<file path="src/rtl/ct_ifu_lbuf_fill_ctrl_pkg.sv">
// +----------------------------------------------------------------------------+
// | Module : ct_ifu_lbuf_pkg                                                   |
// | Desc   : Loop buffer depth, pointer width and fill FSM state encoding.     |
// | Rev    : 1.0 - initial release                                             |
// +----------------------------------------------------------------------------+
`default_nettype none

package ct_ifu_lbuf_pkg;

   localparam int LBUF_DEPTH = 32;
   localparam int LBUF_PTR_W = 5;

   typedef enum logic [2:0] {
      IDLE  = 3'b001,
      FILL  = 3'b010,
      CACHE = 3'b100
   } lbuf_state_e;

endpackage

`default_nettype wire

</file>
<file path="src/rtl/ct_ifu_lbuf_fill_ctrl_if.sv">
// +----------------------------------------------------------------------------+
// | Module : ct_ifu_lbuf_fill_ctrl_if                                          |
// | Desc   : Fill/read control bundle; lbuf_iter_cnt exists only when          |
// |          CT_IFU_LBUF_ITER_CNT_EN is defined.                               |
// | Rev    : 1.0 - initial release                                             |
// +----------------------------------------------------------------------------+
`default_nettype none

interface ct_ifu_lbuf_fill_ctrl_if;
   import ct_ifu_lbuf_pkg::*;

   logic                  lbuf_flush;
   logic                  ip_lbuf_loop_vld;
   logic                  ip_lbuf_hw_vld;
   logic                  ip_lbuf_hw_back_br;
   logic                  ib_lbuf_pop;
   logic                  lbuf_exit;
   logic [LBUF_DEPTH-1:0] entry_create_x;
   logic                  fill_state_enter;
   logic                  lbuf_active;
   logic [LBUF_PTR_W-1:0] lbuf_rd_ptr;
   logic                  lbuf_fill_busy;
`ifdef CT_IFU_LBUF_ITER_CNT_EN
   logic [15:0]           lbuf_iter_cnt;
`endif

   modport master (
`ifdef CT_IFU_LBUF_ITER_CNT_EN
      input  lbuf_iter_cnt,
`endif
      output lbuf_flush, ip_lbuf_loop_vld, ip_lbuf_hw_vld, ip_lbuf_hw_back_br,
      output ib_lbuf_pop, lbuf_exit,
      input  entry_create_x, fill_state_enter, lbuf_active, lbuf_rd_ptr, lbuf_fill_busy
   );

   modport slave (
`ifdef CT_IFU_LBUF_ITER_CNT_EN
      output lbuf_iter_cnt,
`endif
      input  lbuf_flush, ip_lbuf_loop_vld, ip_lbuf_hw_vld, ip_lbuf_hw_back_br,
      input  ib_lbuf_pop, lbuf_exit,
      output entry_create_x, fill_state_enter, lbuf_active, lbuf_rd_ptr, lbuf_fill_busy
   );

endinterface

`default_nettype wire

</file>
<file path="src/rtl/ct_ifu_lbuf_ptr_dec.sv">
// +----------------------------------------------------------------------------+
// | Module : ct_ifu_lbuf_ptr_dec                                               |
// | Desc   : Enabled binary pointer to one-hot entry strobe decoder.           |
// | Rev    : 1.0 - initial release                                             |
// +----------------------------------------------------------------------------+
`default_nettype none

module ct_ifu_lbuf_ptr_dec
   import ct_ifu_lbuf_pkg::*;
(
   input  wire logic                  i_en,
   input  wire logic [LBUF_PTR_W-1:0] i_ptr,
   output logic      [LBUF_DEPTH-1:0] o_onehot
);

   generate
      for (genvar gi = 0; gi < LBUF_DEPTH; gi++) begin : g_dec
         assign o_onehot[gi] = i_en & (i_ptr == LBUF_PTR_W'(gi));
      end
   endgenerate

endmodule

`default_nettype wire

</file>
<file path="src/rtl/ct_ifu_lbuf_fill_ctrl.sv">
// +----------------------------------------------------------------------------+
// | Module : ct_ifu_lbuf_fill_ctrl                                             |
// | Desc   : Loop buffer fill/read FSM (IDLE -> FILL -> CACHE). Optional       |
// |          iteration counter under CT_IFU_LBUF_ITER_CNT_EN.                  |
// | Rev    : 1.0 - initial release                                             |
// +----------------------------------------------------------------------------+
`default_nettype none

module ct_ifu_lbuf_fill_ctrl
   import ct_ifu_lbuf_pkg::*;
(
   input  wire logic              lbuf_vld_update_clk,
   input  wire logic              cpurst_b,
   ct_ifu_lbuf_fill_ctrl_if.slave lbuf_if
);

   lbuf_state_e           r_state;
   logic [LBUF_PTR_W-1:0] r_wr_ptr;
   logic [LBUF_PTR_W-1:0] r_rd_ptr;
   logic [LBUF_PTR_W-1:0] r_end_ptr;

   logic w_enter_fill;
   logic w_fill_wr;

   // cpurst_b gate keeps the combinational pulse quiet while reset is held
   assign w_enter_fill = cpurst_b & (r_state == IDLE) & lbuf_if.ip_lbuf_loop_vld
                         & ~lbuf_if.lbuf_flush;
   assign w_fill_wr    = (r_state == FILL) & lbuf_if.ip_lbuf_hw_vld & ~lbuf_if.lbuf_flush;

   ct_ifu_lbuf_ptr_dec u_wr_dec (
      .i_en     (w_fill_wr),
      .i_ptr    (r_wr_ptr),
      .o_onehot (lbuf_if.entry_create_x)
   );

   always_ff @(posedge lbuf_vld_update_clk or negedge cpurst_b) begin
      if (!cpurst_b) begin
         r_state   <= IDLE;
         r_wr_ptr  <= '0;
         r_rd_ptr  <= '0;
         r_end_ptr <= '0;
      end else if (lbuf_if.lbuf_flush) begin
         r_state <= IDLE;
      end else begin
         case (r_state)
            IDLE: begin
               if (lbuf_if.ip_lbuf_loop_vld) begin
                  r_state  <= FILL;
                  r_wr_ptr <= '0;
               end
            end
            FILL: begin
               if (lbuf_if.ip_lbuf_hw_vld) begin
                  r_wr_ptr <= r_wr_ptr + 1'b1;
                  if (lbuf_if.ip_lbuf_hw_back_br) begin
                     r_end_ptr <= r_wr_ptr;
                     r_rd_ptr  <= '0;
                     r_state   <= CACHE;
                  end else if (r_wr_ptr == LBUF_PTR_W'(LBUF_DEPTH - 1)) begin
                     r_state <= IDLE;
                  end
               end
            end
            CACHE: begin
               // exit wins over a coincident pop
               if (lbuf_if.lbuf_exit) begin
                  r_state <= IDLE;
               end else if (lbuf_if.ib_lbuf_pop) begin
                  r_rd_ptr <= (r_rd_ptr == r_end_ptr) ? '0 : r_rd_ptr + 1'b1;
               end
            end
            default: r_state <= IDLE;
         endcase
      end
   end

`ifdef CT_IFU_LBUF_ITER_CNT_EN
   logic [15:0] r_iter_cnt;
   logic        w_wrap_pop;

   assign w_wrap_pop = (r_state == CACHE) & lbuf_if.ib_lbuf_pop & ~lbuf_if.lbuf_exit
                       & ~lbuf_if.lbuf_flush & (r_rd_ptr == r_end_ptr);

   always_ff @(posedge lbuf_vld_update_clk or negedge cpurst_b) begin
      if (!cpurst_b) begin
         r_iter_cnt <= '0;
      end else if (w_enter_fill) begin
         r_iter_cnt <= '0;
      end else if (w_wrap_pop && (r_iter_cnt != 16'hFFFF)) begin
         r_iter_cnt <= r_iter_cnt + 16'd1;
      end
   end

   assign lbuf_if.lbuf_iter_cnt = r_iter_cnt;
`endif

   assign lbuf_if.fill_state_enter = w_enter_fill;
   assign lbuf_if.lbuf_active      = (r_state == CACHE);
   assign lbuf_if.lbuf_fill_busy   = (r_state == FILL);
   assign lbuf_if.lbuf_rd_ptr      = r_rd_ptr;

endmodule

`default_nettype wire

</file>
<file path="src/flat_wrapper.sv">
// flat-port wrapper written by rule: the top's interface ports become plain ports
module ct_ifu_lbuf_fill_ctrl_flat import ct_ifu_lbuf_pkg::*;
  (lbuf_vld_update_clk, cpurst_b, lbuf_if_lbuf_flush, lbuf_if_ip_lbuf_loop_vld, lbuf_if_ip_lbuf_hw_vld, lbuf_if_ip_lbuf_hw_back_br, lbuf_if_ib_lbuf_pop, lbuf_if_lbuf_exit, lbuf_if_entry_create_x, lbuf_if_fill_state_enter, lbuf_if_lbuf_active, lbuf_if_lbuf_rd_ptr, lbuf_if_lbuf_fill_busy);
  ct_ifu_lbuf_fill_ctrl_if lbuf_if_i ();
  input  wire logic lbuf_vld_update_clk;
  input  wire logic cpurst_b;
  input wire logic [$bits(lbuf_if_i.lbuf_flush)-1:0] lbuf_if_lbuf_flush;
  input wire logic [$bits(lbuf_if_i.ip_lbuf_loop_vld)-1:0] lbuf_if_ip_lbuf_loop_vld;
  input wire logic [$bits(lbuf_if_i.ip_lbuf_hw_vld)-1:0] lbuf_if_ip_lbuf_hw_vld;
  input wire logic [$bits(lbuf_if_i.ip_lbuf_hw_back_br)-1:0] lbuf_if_ip_lbuf_hw_back_br;
  input wire logic [$bits(lbuf_if_i.ib_lbuf_pop)-1:0] lbuf_if_ib_lbuf_pop;
  input wire logic [$bits(lbuf_if_i.lbuf_exit)-1:0] lbuf_if_lbuf_exit;
  output wire logic [$bits(lbuf_if_i.entry_create_x)-1:0] lbuf_if_entry_create_x;
  output wire logic [$bits(lbuf_if_i.fill_state_enter)-1:0] lbuf_if_fill_state_enter;
  output wire logic [$bits(lbuf_if_i.lbuf_active)-1:0] lbuf_if_lbuf_active;
  output wire logic [$bits(lbuf_if_i.lbuf_rd_ptr)-1:0] lbuf_if_lbuf_rd_ptr;
  output wire logic [$bits(lbuf_if_i.lbuf_fill_busy)-1:0] lbuf_if_lbuf_fill_busy;
  assign lbuf_if_i.lbuf_flush = lbuf_if_lbuf_flush;
  assign lbuf_if_i.ip_lbuf_loop_vld = lbuf_if_ip_lbuf_loop_vld;
  assign lbuf_if_i.ip_lbuf_hw_vld = lbuf_if_ip_lbuf_hw_vld;
  assign lbuf_if_i.ip_lbuf_hw_back_br = lbuf_if_ip_lbuf_hw_back_br;
  assign lbuf_if_i.ib_lbuf_pop = lbuf_if_ib_lbuf_pop;
  assign lbuf_if_i.lbuf_exit = lbuf_if_lbuf_exit;
  assign lbuf_if_entry_create_x = lbuf_if_i.entry_create_x;
  assign lbuf_if_fill_state_enter = lbuf_if_i.fill_state_enter;
  assign lbuf_if_lbuf_active = lbuf_if_i.lbuf_active;
  assign lbuf_if_lbuf_rd_ptr = lbuf_if_i.lbuf_rd_ptr;
  assign lbuf_if_lbuf_fill_busy = lbuf_if_i.lbuf_fill_busy;
  ct_ifu_lbuf_fill_ctrl u_core (.lbuf_vld_update_clk(lbuf_vld_update_clk), .cpurst_b(cpurst_b), .lbuf_if(lbuf_if_i));
endmodule
</file>
<file path="config.mk">
export PLATFORM = sky130hd
export DESIGN_NAME = ct_ifu_lbuf_fill_ctrl_flat
export DESIGN_NICKNAME = d
export VERILOG_FILES = /design/src/rtl/ct_ifu_lbuf_fill_ctrl_pkg.sv /design/src/rtl/ct_ifu_lbuf_fill_ctrl_if.sv /design/src/rtl/ct_ifu_lbuf_ptr_dec.sv /design/src/rtl/ct_ifu_lbuf_fill_ctrl.sv /design/src/flat_wrapper.sv
export SDC_FILE = /design/constraint.sdc
export NUM_CORES = 1
export LEC_CHECK = 0
export BUFFER_PORTS_ARGS = -buffer_cell sky130_fd_sc_hd__buf_2
export CELL_PAD_IN_SITES_DETAIL_PLACEMENT = 1
export CELL_PAD_IN_SITES_GLOBAL_PLACEMENT = 2
export CORE_ASPECT_RATIO = 0.7
export CORE_UTILIZATION = 26
export DETAILED_ROUTE_END_ITERATION = 10
export HOLD_SLACK_MARGIN = 0.03
export PLACE_DENSITY_LB_ADDON = 0.1
export SLEW_MARGIN = 10
export SYNTH_ARGS = -nofsm -noshare
export SYNTH_HDL_FRONTEND = slang
export SYNTH_HIERARCHICAL = 1
export SYNTH_SLANG_ARGS = --single-unit
export TNS_END_PERCENT = 10
</file>
<file path="constraint.sdc">
create_clock -name lbuf_vld_update_clk -period 2 [get_ports lbuf_vld_update_clk]
set_input_delay 0.1 -clock lbuf_vld_update_clk [delete_from_list [all_inputs] [get_ports lbuf_vld_update_clk]]
set_output_delay 0.1 -clock lbuf_vld_update_clk [all_outputs]
set_load 0.01 [all_outputs]
</file>
==> qor.txt <==
Status = finished, final reports clean
GRT Util Overall = 0.155
Detail Placement HPWL = 2780 um
Crit path max fanout = 5
Post-Syn Instances = 140
Routed wire length = 3570 um
Vias per cell = 4.78
WHS Path Cells = 2
Slew HR = 0.698
H-tree levels = 1
Critical Path Source Type = flop
Pre-CTS setup slack = 139 ps
Clk pwr share = 0.335
P_int = 623 uW
Top Ports = 48
VDD IR max = 0.323 mV
Number of port buffers = 47
Drt first pass iters = 4
Post-Layout Cell Count = 254
Root buffer cell = clkbuf_8
Layout net count = 211
Synth async-reset ratio = 1.00
Area of the die = 4880 um^2
FF-to-FF setup slack = 200 ps
Rows = 20
Remaining antenna violation count after routing = 0
WHS Endpoint = u_core/r_state[1]$_DFFE_PN0P_
Worst hold path class = primary input to flop
Post-synth top flop = dfrtp_1
Clock-pin slew on the worst setup and hold paths = 70 ps
Initial drt markers = 51
Leak = 0.000885 uW
Worst setup EP type = output port
P_sw = 282 uW
Setup violations, final = 0
Final clock skew = 5.66 ps
Max_cap viols = 0
Avg Cell Area, Syn = 8.53 um^2
Via count = 1,215
Initial Util = 0.273
Largest stage delay, worst path = 520 ps
Final worst slack = 64.6 ps
Setup TNS Final = 0 ps
Final hold violations = 0
Crit Path Class = flop to output port
Gp weighted congestion = 0.773
CP max-delay cell = or4b_4
Pin count of the biggest net entering global routing = 20
Die Y = 58.7 um
Sequential power share = 0.472
TritonCTS Sinks = 18
Residual DRC = 0
Tmin final = 1940 ps
Ant. Diodes = 0
Post-synthesis sequential area ratio = 0.378
Crit-path cells = and2b_1, and3_4, or4b_4, nor2_1, buf_2
Worst Hold Launch = lbuf_if_lbuf_flush
Flops & latches, synth = 18
Synth warn = 6
R2R cell count = 5
Fin crit share = 0.968
Combinational share of power = 0.193
Reg2reg end = u_core/lbuf_if.lbuf_rd_ptr[3]$_DFFE_PN0P_
Commonest non-fill, non-tap cell in the layout = buf_2
Most frequent cells in the layout = 46 x buf_2, 33 x nor2_1, 16 x dfrtp_1
Distinct cell type count after synthesis = 37
Total gr overflow = 0
First-pass GRT wire length = 5930 um
Reg2Reg Launch Point = u_core/r_state[1]$_DFFE_PN0P_
Clock buffer count from CTS = 3
Post-synth EDFFs = 0
Clock insertion delay at the later pin of the skew report = 260 ps
Post-Syn Area = 1190 um^2
Vias in the first global route = 1,162
WL/cell = 14.1 um
CTS tree = yes
Clock buffer depth = 2
Placed insts = 244
Slew Limit Fails = 0
Sw frac = 0.311
Power per cell area = 545 nW/um^2
Initial antenna violation count = 0
Worst Path Required = 1900 ps
Chip width = 83.0 um
Syn nets = 151
Layout cells sized above 1 = 0.392
FMAX = 517 MHz
Core box area = 4380 um^2
Tightest Pin Transition = 452 ps
P&R area growth vs syn = 39.0%
Critical path arrival = 1840 ps
## how the worst max path moves through the flow
stage                                                            to                           from  cells past startpoint
after CTS                                 lbuf_if_entry_create_x[3]  u_core/r_state[2]$_DFFE_PN0P_                      5
after global routing                      lbuf_if_entry_create_x[3]  u_core/r_state[0]$_DFFE_PN1P_                      5
after floorplan           u_core/lbuf_if.lbuf_rd_ptr[4]$_DFFE_PN0P_  u_core/r_state[0]$_DFFE_PN1P_                      6
after detailed placement                  lbuf_if_entry_create_x[3]  u_core/r_state[2]$_DFFE_PN0P_                      5
final                                     lbuf_if_entry_create_x[2]  u_core/r_state[0]$_DFFE_PN1P_                      5
after global placement                    lbuf_if_entry_create_x[1]  u_core/r_state[2]$_DFFE_PN0P_                      5
## routing by layer
metal	global-route usage	vias to the layer above	routed length, um
met3	0.0407	2	97
met5	0	-	0
met2	0.244	20	1590
met1	0.216	585	1870
li1	-	608	-
met4	0.0369	0	16
## registers in the layout (all words and copies together) (netlist names)
register,cells
u_core/r_wr_ptr,5
u_core/lbuf_if.lbuf_rd_ptr,5
u_core/r_state,3
u_core/r_end_ptr,5
## cells in the mapped netlist, types with 4 or more instances
cell / instances / area share
nand2_1: 9 / 0.028
xor2_1: 5 / 0.037
a21oi_1: 4 / 0.017
dfrtp_1: 17 / 0.36
mux2_2: 5 / 0.047
nand2b_1: 4 / 0.021
a22o_1: 4 / 0.029
o21ai_0: 11 / 0.046
nor2_1: 36 / 0.11
## kinds of logic after synthesis
family / synth area share
AND/OR/NAND/NOR: 0.350
AO/OA/AOI/OAI: 0.127
flip-flops: 0.378
buffers and inverters: 0.0230
XOR/XNOR: 0.0440
multiplexers: 0.0471
adder cells (fa/ha/maj): 0.0314
## critical path: cells and delay by family, from the launching register on
family,cells,cell delay (ps)
simple gates,4,1050
flops,1,390
buf+inv,1,140
## final cells by class
type                    count  area [um^2]
multi-input cells         115          738
flip-flops and latches     18          453
clock buffers               4         55.1
inverters                   3         11.3
repair buffers             59          334
fillers                   530         2720
well taps                  55         68.8
## power groups by stage
stage | clock, uW | sequential (uW) | combinational (uW)
floorplan | 0 | 426 | 107
global placement | 0 | 433 | 158
detailed placement | 0 | 438 | 161
CTS | 317 | 431 | 165
global route | 340 | 435 | 198
finish | 303 | 427 | 175
## timing repair
action | CTS | global route
resized for setup | 5 | 4
endpoints found under the hold margin | 17 | 0
hold buffers | 1 | 0
pin swaps | 0 | 4
setup endpoints to repair | 5 | 4
buffers inserted | 1 | 4
## through the flow
stage	hold slack (ps)	cell area (um^2)	utilization	power, uW
5_1_grt	123	1660	0.379	973
2_1_floorplan	-196	1190	-	533
4_1_cts	110	1610	0.369	914
3_3_place_gp	63.5	1530	0.349	591
3_5_place_dp	77.3	1530	0.349	598
6_report	123	1660	0.379	905
Power figures use the tool's default switching activity.
